File: src/rtl/mem_arbiter.sv
// mem_arbiter: round-robin arbiter that serialises iCache and dCache line-fill
// misses onto a single memory port and returns each fetched line to its owner
// with a one-cycle ready pulse. Every output is a register or a decode of the
// state register, so no input reaches an output combinationally.
module mem_arbiter #(
  parameter int WORD_SIZE   = 32,
  parameter int LINE_SIZE   = 128,
  parameter int OFFSET_BITS = 4
) (
  input  logic                 clk,
  input  logic                 rst,
  input  logic                 IReq,
  input  logic [WORD_SIZE-1:0] IAddr,
  output logic [LINE_SIZE-1:0] ILine,
  output logic                 IReady,
  input  logic                 DReq,
  input  logic [WORD_SIZE-1:0] DAddr,
  output logic [LINE_SIZE-1:0] DLine,
  output logic                 DReady,
  output logic                 MemReq,
  output logic [WORD_SIZE-1:0] MemAddr,
  input  logic [LINE_SIZE-1:0] MemLine,
  input  logic                 MemAck
);

  typedef enum logic [1:0] {
    IDLE   = 2'd0,
    BUSY_I = 2'd1,
    BUSY_D = 2'd2,
    RESP   = 2'd3
  } state_t;

  // Which cache a grant or a completed fill belongs to.
  typedef enum logic {
    SIDE_I = 1'b0,
    SIDE_D = 1'b1
  } side_t;

  // Clears the byte-offset bits so memory always sees a line-aligned address.
  function automatic logic [WORD_SIZE-1:0] line_align(input logic [WORD_SIZE-1:0] addr);
    logic [WORD_SIZE-1:0] mask;
    mask = {WORD_SIZE{1'b1}} << OFFSET_BITS;
    return addr & mask;
  endfunction

  state_t                 state_r;
  state_t                 next_state_s;
  side_t                  last_grant_r;
  side_t                  owner_r;
  side_t                  grant_side_s;
  logic                   grant_valid_s;
  logic                   fill_done_s;
  logic [WORD_SIZE-1:0]   sel_addr_s;
  logic [WORD_SIZE-1:0]   addr_r;
  logic [LINE_SIZE-1:0]   line_r;

  // Next-state and grant decision; requests are only looked at in IDLE.
  always_comb begin
    next_state_s  = state_r;
    grant_valid_s = 1'b0;
    grant_side_s  = SIDE_I;
    fill_done_s   = 1'b0;
    case (state_r)
      IDLE: begin
        if (IReq && DReq) begin
          grant_valid_s = 1'b1;
          if (last_grant_r == SIDE_I) begin
            grant_side_s = SIDE_D;
            next_state_s = BUSY_D;
          end else begin
            grant_side_s = SIDE_I;
            next_state_s = BUSY_I;
          end
        end else if (IReq) begin
          grant_valid_s = 1'b1;
          grant_side_s  = SIDE_I;
          next_state_s  = BUSY_I;
        end else if (DReq) begin
          grant_valid_s = 1'b1;
          grant_side_s  = SIDE_D;
          next_state_s  = BUSY_D;
        end else begin
          next_state_s = IDLE;
        end
      end
      BUSY_I: begin
        if (MemAck) begin
          fill_done_s  = 1'b1;
          next_state_s = RESP;
        end else begin
          next_state_s = BUSY_I;
        end
      end
      BUSY_D: begin
        if (MemAck) begin
          fill_done_s  = 1'b1;
          next_state_s = RESP;
        end else begin
          next_state_s = BUSY_D;
        end
      end
      RESP: begin
        next_state_s = IDLE;
      end
      default: begin
        next_state_s = IDLE;
      end
    endcase
  end

  // Address of whichever requester is being granted this cycle.
  always_comb begin
    if (grant_side_s == SIDE_D) begin
      sel_addr_s = DAddr;
    end else begin
      sel_addr_s = IAddr;
    end
  end

  // State register; reset discards any fill in flight.
  always_ff @(posedge clk) begin
    if (rst) begin
      state_r <= IDLE;
    end else begin
      state_r <= next_state_s;
    end
  end

  // Grant bookkeeping: aligned address and round-robin pointer, updated on every grant.
  always_ff @(posedge clk) begin
    if (rst) begin
      addr_r       <= {WORD_SIZE{1'b0}};
      last_grant_r <= SIDE_I;
    end else if (grant_valid_s) begin
      addr_r       <= line_align(sel_addr_s);
      last_grant_r <= grant_side_s;
    end else begin
      addr_r       <= addr_r;
      last_grant_r <= last_grant_r;
    end
  end

  // Fill capture: MemLine and the owning side are taken only on an ack while BUSY.
  always_ff @(posedge clk) begin
    if (rst) begin
      line_r  <= {LINE_SIZE{1'b0}};
      owner_r <= SIDE_I;
    end else if (fill_done_s) begin
      line_r  <= MemLine;
      owner_r <= (state_r == BUSY_D) ? SIDE_D : SIDE_I;
    end else begin
      line_r  <= line_r;
      owner_r <= owner_r;
    end
  end

  // Output decode from registered state only.
  always_comb begin
    MemReq  = (state_r == BUSY_I) || (state_r == BUSY_D);
    MemAddr = addr_r;
    IReady  = (state_r == RESP) && (owner_r == SIDE_I);
    DReady  = (state_r == RESP) && (owner_r == SIDE_D);
    ILine   = line_r;
    DLine   = line_r;
  end

endmodule

File: config.mk
export PLATFORM = sky130hd
export DESIGN_NAME = mem_arbiter
export DESIGN_NICKNAME = d
export VERILOG_FILES = /design/src/rtl/mem_arbiter.sv
export SDC_FILE = /design/constraint.sdc
export NUM_CORES = 1
export LEC_CHECK = 0
export BUFFER_PORTS_ARGS = -buffer_cell sky130_fd_sc_hd__buf_4
export CORE_AREA = 2 2 192 194
export CTS_BUF_LIST = sky130_fd_sc_hd__clkbuf_4 sky130_fd_sc_hd__clkbuf_8
export DETAILED_ROUTE_END_ITERATION = 6
export DIE_AREA = 0 0 194 196
export MAX_ROUTING_LAYER = met4
export PLACE_DENSITY_LB_ADDON = 0.3
export SYNTH_ARGS = -nofsm -noshare
export SYNTH_HDL_FRONTEND = slang
export SYNTH_SLANG_ARGS = --single-unit
File: constraint.sdc
create_clock -name clk -period 1.6 [get_ports clk]
set_clock_uncertainty 0.15 [all_clocks]
set_input_delay 0.16 -clock clk [delete_from_list [all_inputs] [get_ports clk]]
set_output_delay 0.16 -clock clk [all_outputs]
set_load 0.01 [all_outputs]
Word-level counts from Yosys, hierarchy flattened. Index checks and enable logic that the tools add are counted.

Reductions and logical operators: 6. Eq/ne operators: 3. Mux-type cells: 19. Bitwise operators: 1.

Operators by type and width (count): $mux 32 (1); $mux 1 (12); $mux 2 (5); $pmux 2 s4 (1); $eq 2x2->1 const B (2); $logic_and 1x1->1 (3); $eq 2x1->1 const B (1); $logic_not 2->1 (1); $reduce_or 2->1 (1); $logic_or 1x1->1 (1); $not 1->1 (1).

Logic and storage cells: 34. Register bits: 160. Output and inout port bits: 291.

Longest topological paths before layout. Gate-level depths: netlist of run 1.

Word-level depth: 5. Depth in mapped cells: 7. Depth with buffers taken out: 5.

Worst setup path before layout of run 1. No wires, ideal clock.

Path type: register to register. Start: register state_r[0]. End: register line_r[10] (netlist: DLine[10]). Arrival: 1.339 ns. Stages on the path, launching flop included: 8. Path buffers: 2. Setup slack: -0.022 ns. Cells stage by stage: dfxtp_1 > inv_1 > ha_1 > and2_1 > buf_4 > buf_4 > nand2_1 > a21oi_1.

Cells in the longest elaborated chain, start to end: 3. Elaborated cells on any way between the ends: 4. Classes of those cells: eq/ne (2); mux (1); reduce/logical (1).

RTL lines: from (decl) (line 46) `state_t state_r;`; from (signal assigned) (line 125) `state_r <= next_state_s;`; $eq 2x2->1 / $eq 2x1->1 (equally long branches) (line 63) `case (state_r)`; $reduce_or 2->1 (no source line) *; $mux 1 *; to (signal assigned) (line 146) `line_r <= {LINE_SIZE{1'b0}};`; to (signal assigned) (line 149) `line_r <= MemLine;`; to (signal assigned) (line 152) `line_r <= line_r;`; to (decl) (line 55) `logic [LINE_SIZE-1:0] line_r;`.

Mark *: on every way between the ends. The rest lies on a longest branch, timed or not. A chain may end at the register's enable or synchronous reset.

Worst setup path in the final report of run 1.
Start: register state_r[0]. End: register line_r[23] (netlist: DLine[23]).

The elaborated chain is that of the path after synthesis.

==> results of run 1 <==
cell type report:
class | instances | area (µm²)
diodes | 1 | 2.50
clock buffers | 17 | 234
clock inverters | 15 | 181
fillers | 3572 | 22000
inverters | 59 | 221
multi-input cells | 496 | 3190
flip-flops and latches | 160 | 3210
well taps | 468 | 586
repair buffers | 726 | 6490
path summary, 6_finish.rpt:
kind              start     endpoint  slack, ns  depth (start not counted)
min           DAddr[12]  MemAddr[12]       0.30                          3
min reg2reg   DLine[22]    DLine[22]       0.32                          2
max reg2reg  state_r[0]    DLine[23]      -0.12                          7
max          state_r[0]    DLine[23]      -0.12                          7
layout by cell type, fill, tap and decap left out, drive strengths merged:
cell type,netlist,layout
or2,1,1
dlygate4sd3,0,188
dfxtp,160,160
bufinv,0,3
nor2b,1,1
diode,0,1
o2111ai,28,28
o21ai,2,2
and2,2,2
nand2,261,263
clkbuf,22,28
nand3,1,1
buf,174,527
o211a,28,28
clkinv,0,5
a211oi,2,2
a21oi,160,160
conb,1,4
clkinvlp,0,2
inv,59,64
ha,4,4
registers in the layout (all words and copies together), names as in the netlist:
signal        count
MemAddr          28
last_grant_r      1
owner_r           1
DLine           128
state_r           2
stage by stage:
stage	hold slack, ns	utilization, %	instance area [µm²]	std cells	setup slack [ns]
after global placement	0.251	28.9	10400	1691	0.0289
after floorplan	0.146	-	7220	909	0.0659
after CTS	0.244	36.1	13000	1922	-0.117
final	0.302	39.1	14100	1942	-0.118
after global routing	0.259	39.1	14100	1942	-0.187
after detailed placement	0.254	28.9	10400	1691	0.00421
kinds of logic after synthesis:
group / after synthesis / share of synthesized area [%]
other: 1 / 0.0521
adder cells (fa/ha/maj): 4 / 0.695
buffers and inverters: 255 / 21.4
flip-flops: 160 / 44.5
AO/OA/AOI/OAI: 220 / 19.3
AND/OR/NAND/NOR: 266 / 14.0
timing repair:
action | in CTS | in global routing
pin swaps | 2 | 96
resized for setup | 26 | 197
cloned | 6 | 16
setup buffers | 5 | 3
endpoints found under the setup margin | 72 | 132
hold buffers | 188 | 0
endpoints found under the hold margin | 159 | 0
worst max-delay path: cells and delay by family (launching register included):
family,cells,cell delay [ns]
AND/OR/NAND/NOR,2,0.31
flip-flops,1,0.36
AO/OA/AOI/OAI,1,0.14
buffers and inverters,3,0.39
adder cells (fa/ha/maj),1,0.28
layer usage:
layer	vias to the layer above	global-route usage [%]	part of all wire [%]	routed length (µm)
met1	3797	16.6	41	13200
met2	340	26.8	52	16800
met4	0	4.41	2.0	648
met5	-	-	0	0
met3	36	3.92	5.6	1830
li1	3919	-	-	-
power by group through the flow:
stage | Clock, µW | Combinational, µW | Sequential [µW]
after detailed placement | 0 | 3880 | 4950
after CTS | 3410 | 4640 | 4860
after global placement | 0 | 3870 | 4930
after floorplan | 0 | 1980 | 5040
final | 3280 | 5500 | 4870
after global routing | 3580 | 5860 | 4940
==> impl_results.md, run 1 <==
- Status: finished, violations left
- Failing checks: setup timing
- Top cell type's share of synthesized area: 44.5%
- Layout cell share with drive strength beyond 1: 49.5%
- Max_cap viols: 0
- Max incr delay on CP: 0.36 ns
- Worst path slowest cell: dfxtp_2
- Setup TNS: -5.94 ns
- Clk sink count: 160
- Rows: 70
- Fin. Hold Viols: 0
- Element type at the critical path start: flip-flop
- Core Region: 36100 µm²
- Fmax: 582 MHz
- Wire per inst: 16.7 µm
- Root Driver: clkbuf_8
- First-pass GRT wire length: 43400 µm
- Most frequent cells after synthesis: 261 x nand2_1, 160 x dfxtp_1, 150 x a21oi_1
- Pwr/cell area: 968 nW/µm²
- Nets: 1661
- Reg power frac: 35.7%
- Antenna viol nets, final: 0
- Initial core utilization: 19.9%
- Crit share post-route: 107%
- Number of flops mapped to enable cells by yosys: 0
- Peak supply drop: 0.519 mV
- Endpoints failing setup: 104
- Grt ovf: 0
- Hpwl dp: 20000 µm
- Final RePlAce weighted congestion: 0.764
- Initial antenna violation count: 1
- Drt total wl: 32500 µm
- Clk slew on worst S/H paths: 0.10 ns
- Switching part of the total: 34.8%
- Top post-synthesis cells by area: dfxtp_1 44%, buf_4 15%, nand2_1 14%
- CP Max Fanout: 7
- H-Tree Level Count: 4
- Largest net degree at the start of global routing: 52
- Vias per inst: 4.17
- Ports: 488
- Total GRT Usage: 15.1%
- Most common cell in the netlist: nand2_1
- Crit Path Class: reg2reg
- Yosys reg bits: 160
- Hold Crit Class: in2reg
- Psw: 4750 µW
- Synth cell types: 21
- DIE AREA: 38000 µm²
- Chip height: 196 µm
- Total vias in the final route: 8092
- Worst Path Required: 1.86 ns
- Worst EP arrival: 1.98 ns
- Final min period: 1.72 ns
- RSZ-0062 raised after global routing: yes
- Number of global-route vias before repair: 7691
- Layout area overhead: 95.9%
- I/O Buffers: 475
- Endpoint class of the critical path: flip-flop
- Synth Area per Inst: 7.94 µm²
- Clk_lat worst skew: 0.48 ns
- CTS tree: done
- Part of the Yosys area used for sequential elements: 44.5%
- Yosys top cell by area: dfxtp_1
- Comb power frac: 40.3%
- Syn. warnings: 0
- Tot Pwr: 13600 µW
- Initial DRC Count: 285
- Crit-path cells: inv_2, ha_4, and2_4, buf_8, clkbuf_16, nand2_4, a21oi_2
- Max clock buf depth: 2
- Drt pass-1 iters: 4
- Setup ws final: -0.118 ns
- Share of async-settable or async-resettable flops after synthesis: 0%
- DRC viols: 0
- Slew Limit Fails: 0
- Lkg Pwr: 0.00667 µW
- Die width: 194 µm
- Mapped Area: 7200 µm²
- Dominant synthesized flop cell: dfxtp_1
- Power share of the clock group: 24.0%
- Gate Count Post-Synth: 906
- Number of CTS-inserted buffers: 17
- P_int: 8900 µW
Power figures use the tool's default switching activity.
==> inputs of run 2 (changes only) <==
--- a/config.mk
+++ b/config.mk
@@ -6,10 +6,12 @@
 export NUM_CORES = 1
 export LEC_CHECK = 0
 export BUFFER_PORTS_ARGS = -buffer_cell sky130_fd_sc_hd__buf_4
-export CORE_AREA = 2 2 192 194
+export CELL_PAD_IN_SITES_DETAIL_PLACEMENT = 1
+export CELL_PAD_IN_SITES_GLOBAL_PLACEMENT = 1
+export CORE_AREA = 2 2 191 193
 export CTS_BUF_LIST = sky130_fd_sc_hd__clkbuf_4 sky130_fd_sc_hd__clkbuf_8
 export DETAILED_ROUTE_END_ITERATION = 6
-export DIE_AREA = 0 0 194 196
+export DIE_AREA = 0 0 193 195
 export MAX_ROUTING_LAYER = met4
 export PLACE_DENSITY_LB_ADDON = 0.3
 export SYNTH_ARGS = -nofsm -noshare
==> run 2 against run 1 <==
Against the previous run: the run still ends with setup timing left; register-to-register slack better by 0.03 ns; largest cell class unchanged; setup slack better by 0.029 ns; final area down 0.53%; routed wire length up 3.5%; clock power down 4%; critical path type unchanged.
==> impl_results.md, run 2 (same netlist as run 1, synthesis figures left out) <==
- Status: finished, violations left
- Failing checks: setup timing
- Worst Setup EP: DLine[91]
- CP startpoint: state_r[1]
- Max FFs per register: 128
- Grt ovf: 0
- I/O Buffers: 475
- Rows: 69
- R2R Path Start: state_r[1]
- Setup ws final: -0.0886 ns
- Layout cell share with drive strength beyond 1: 48.2%
- Worst flop-to-flop path endpoint: DLine[91]
- Number of CTS-inserted buffers: 17
- Reg2Reg Depth: 8
- Post-route cell area: 14000 µm²
- Crit share post-route: 106%
- Pwr/cell area: 959 nW/µm²
- Switching part of the total: 34.0%
- Wire per inst: 17.4 µm
- Slew Limit Fails: 0
- Endpoint class of the critical path: flip-flop
- Largest net degree at the start of global routing: 52
- Peak supply drop: 0.603 mV
- Psw: 4570 µW
- Ant diodes: 0
- R2r setup slk: -0.09 ns
- Placed cell area: 10600 µm²
- Power share of the clock group: 23.3%
- Fmax: 592 MHz
- Crit Path Class: reg2reg
- Max_cap viols: 0
- DP Cell Count: 1689
- Reg power frac: 36.2%
- H-Tree Level Count: 4
- Final Util: 39.6%
- RSZ-0062 raised after global routing: yes
- Initial DRC Count: 148
- Final RePlAce weighted congestion: 0.755
- Max clock buf depth: 2
- CP Max Fanout: 7
- Drt total wl: 33600 µm
- Initial antenna violation count: 0
- DIE AREA: 37600 µm²
- CTS tree: done
- Hold path depth: 3
- First-pass GRT wire length: 46800 µm
- Worst Path Required: 1.88 ns
- Hold Crit Class: in2reg
- Fillers: 4141
- Clk slew on worst S/H paths: 0.09 ns
- Tot Pwr: 13500 µW
- Root Driver: clkbuf_8
- Fin. Hold Viols: 0
- Comb power frac: 40.4%
- Layout area overhead: 94.9%
- Number of global-route vias before repair: 8256
- Worst EP arrival: 1.97 ns
- Commonest cells after routing, fill and taps aside: 490 x buf_4, 208 x nand2_1, 188 x dlygate4sd3_1
- Most common cell after layout, fill and taps aside: buf_4
- Lkg Pwr: 0.00657 µW
- Drt pass-1 iters: 4
- DRC viols: 0
- Clk sink count: 160
- Chip height: 195 µm
- Ports: 488
- Nets: 1661
- Setup TNS: -4.13 ns
- Clk_lat worst skew: 0.49 ns
- Hpwl dp: 22200 µm
- Endpoints failing setup: 112
- Antenna viol nets, final: 0
- Initial core utilization: 20.3%
- Total vias in the final route: 8101
- Element type at the critical path start: flip-flop
- Vias per inst: 4.19
- Die width: 193 µm
- Final min period: 1.69 ns
- P_int: 8890 µW
- Total GRT Usage: 16.7%
- Filler-free cell count of the finished design: 1932
- Core Region: 35400 µm²
## run 2: cell count changes in the layout (fill, tap and decap cells not counted), moves of 2 or more
cell and delta:
buf_12 +12, clkbuf_16 -3, nand2_1 +16, a21oi_1 +2, buf_6 -2, nand2_4 -13
buf_8 -5, a21oi_2 -2, nand2_2 -5, inv_6 -4, clkbuf_8 +4
## run 2: through the flow
step	worst slack, ns	hold slack (ns)
finish	-0.0886	0.309
global route	-0.171	0.276
CTS	-0.122	0.235
detailed placement	-0.0131	0.255
global placement	0.0442	0.251
floorplan	0.0659	0.146
## run 2: area by class of cell
| class | instances | area (µm²) | share of cell area (%) |
|---|---|---|---|
| Timing Repair Buffer | 727 | 6550 | 46.7 |
| Sequential cell | 160 | 3210 | 22.9 |
| Clock buffer | 21 | 289 | 2.06 |
| Multi-Input combinational cell | 495 | 3080 | 22.0 |
| Tap cell | 461 | 577 | 4.11 |
| Clock inverter | 9 | 108 | 0.767 |
| Inverter | 59 | 221 | 1.58 |
## run 2: repair_timing
item	4_1_cts	5_1_grt
gates resized for setup	20	167
pin swaps	2	67
hold endpoints to repair	159	0
hold buffers	188	0
endpoints found under the setup margin	58	159
cloned	4	10
buffers inserted	1	12
## run 2: worst min-delay path by stage
stage	from	end
2_1_floorplan	MemLine[0]	DLine[0]
4_1_cts	DAddr[30]	MemAddr[30]
6_report	DAddr[20]	MemAddr[20]
3_3_place_gp	DAddr[30]	MemAddr[30]
3_5_place_dp	DAddr[30]	MemAddr[30]
5_1_grt	DAddr[24]	MemAddr[24]
## run 2: worst max-delay path, cell delays in order, from the launching register on
cell     delay [ns]
dfxtp_2        0.35
inv_2          0.05
ha_4           0.29
and2_4         0.19
buf_12         0.16
buf_12         0.12
buf_16         0.13
nand2_4        0.05
a21oi_2        0.11
## run 2: power by group through the flow
| stage | Clock, µW | Combinational, µW | Sequential (µW) |
|---|---|---|---|
| after floorplan | 0 | 1980 | 5040 |
| after global placement | 0 | 4010 | 4950 |
| after CTS | 3290 | 4660 | 4870 |
| after global routing | 3430 | 5860 | 4940 |
| final | 3140 | 5440 | 4870 |
| after detailed placement | 0 | 4070 | 4960 |
## run 2: layer usage
layer	share of wire (%)	global-route usage (%)
met5	0	-
met4	1.2	4.69
met3	5.6	3.61
met2	53	30.4
met1	41	18.1
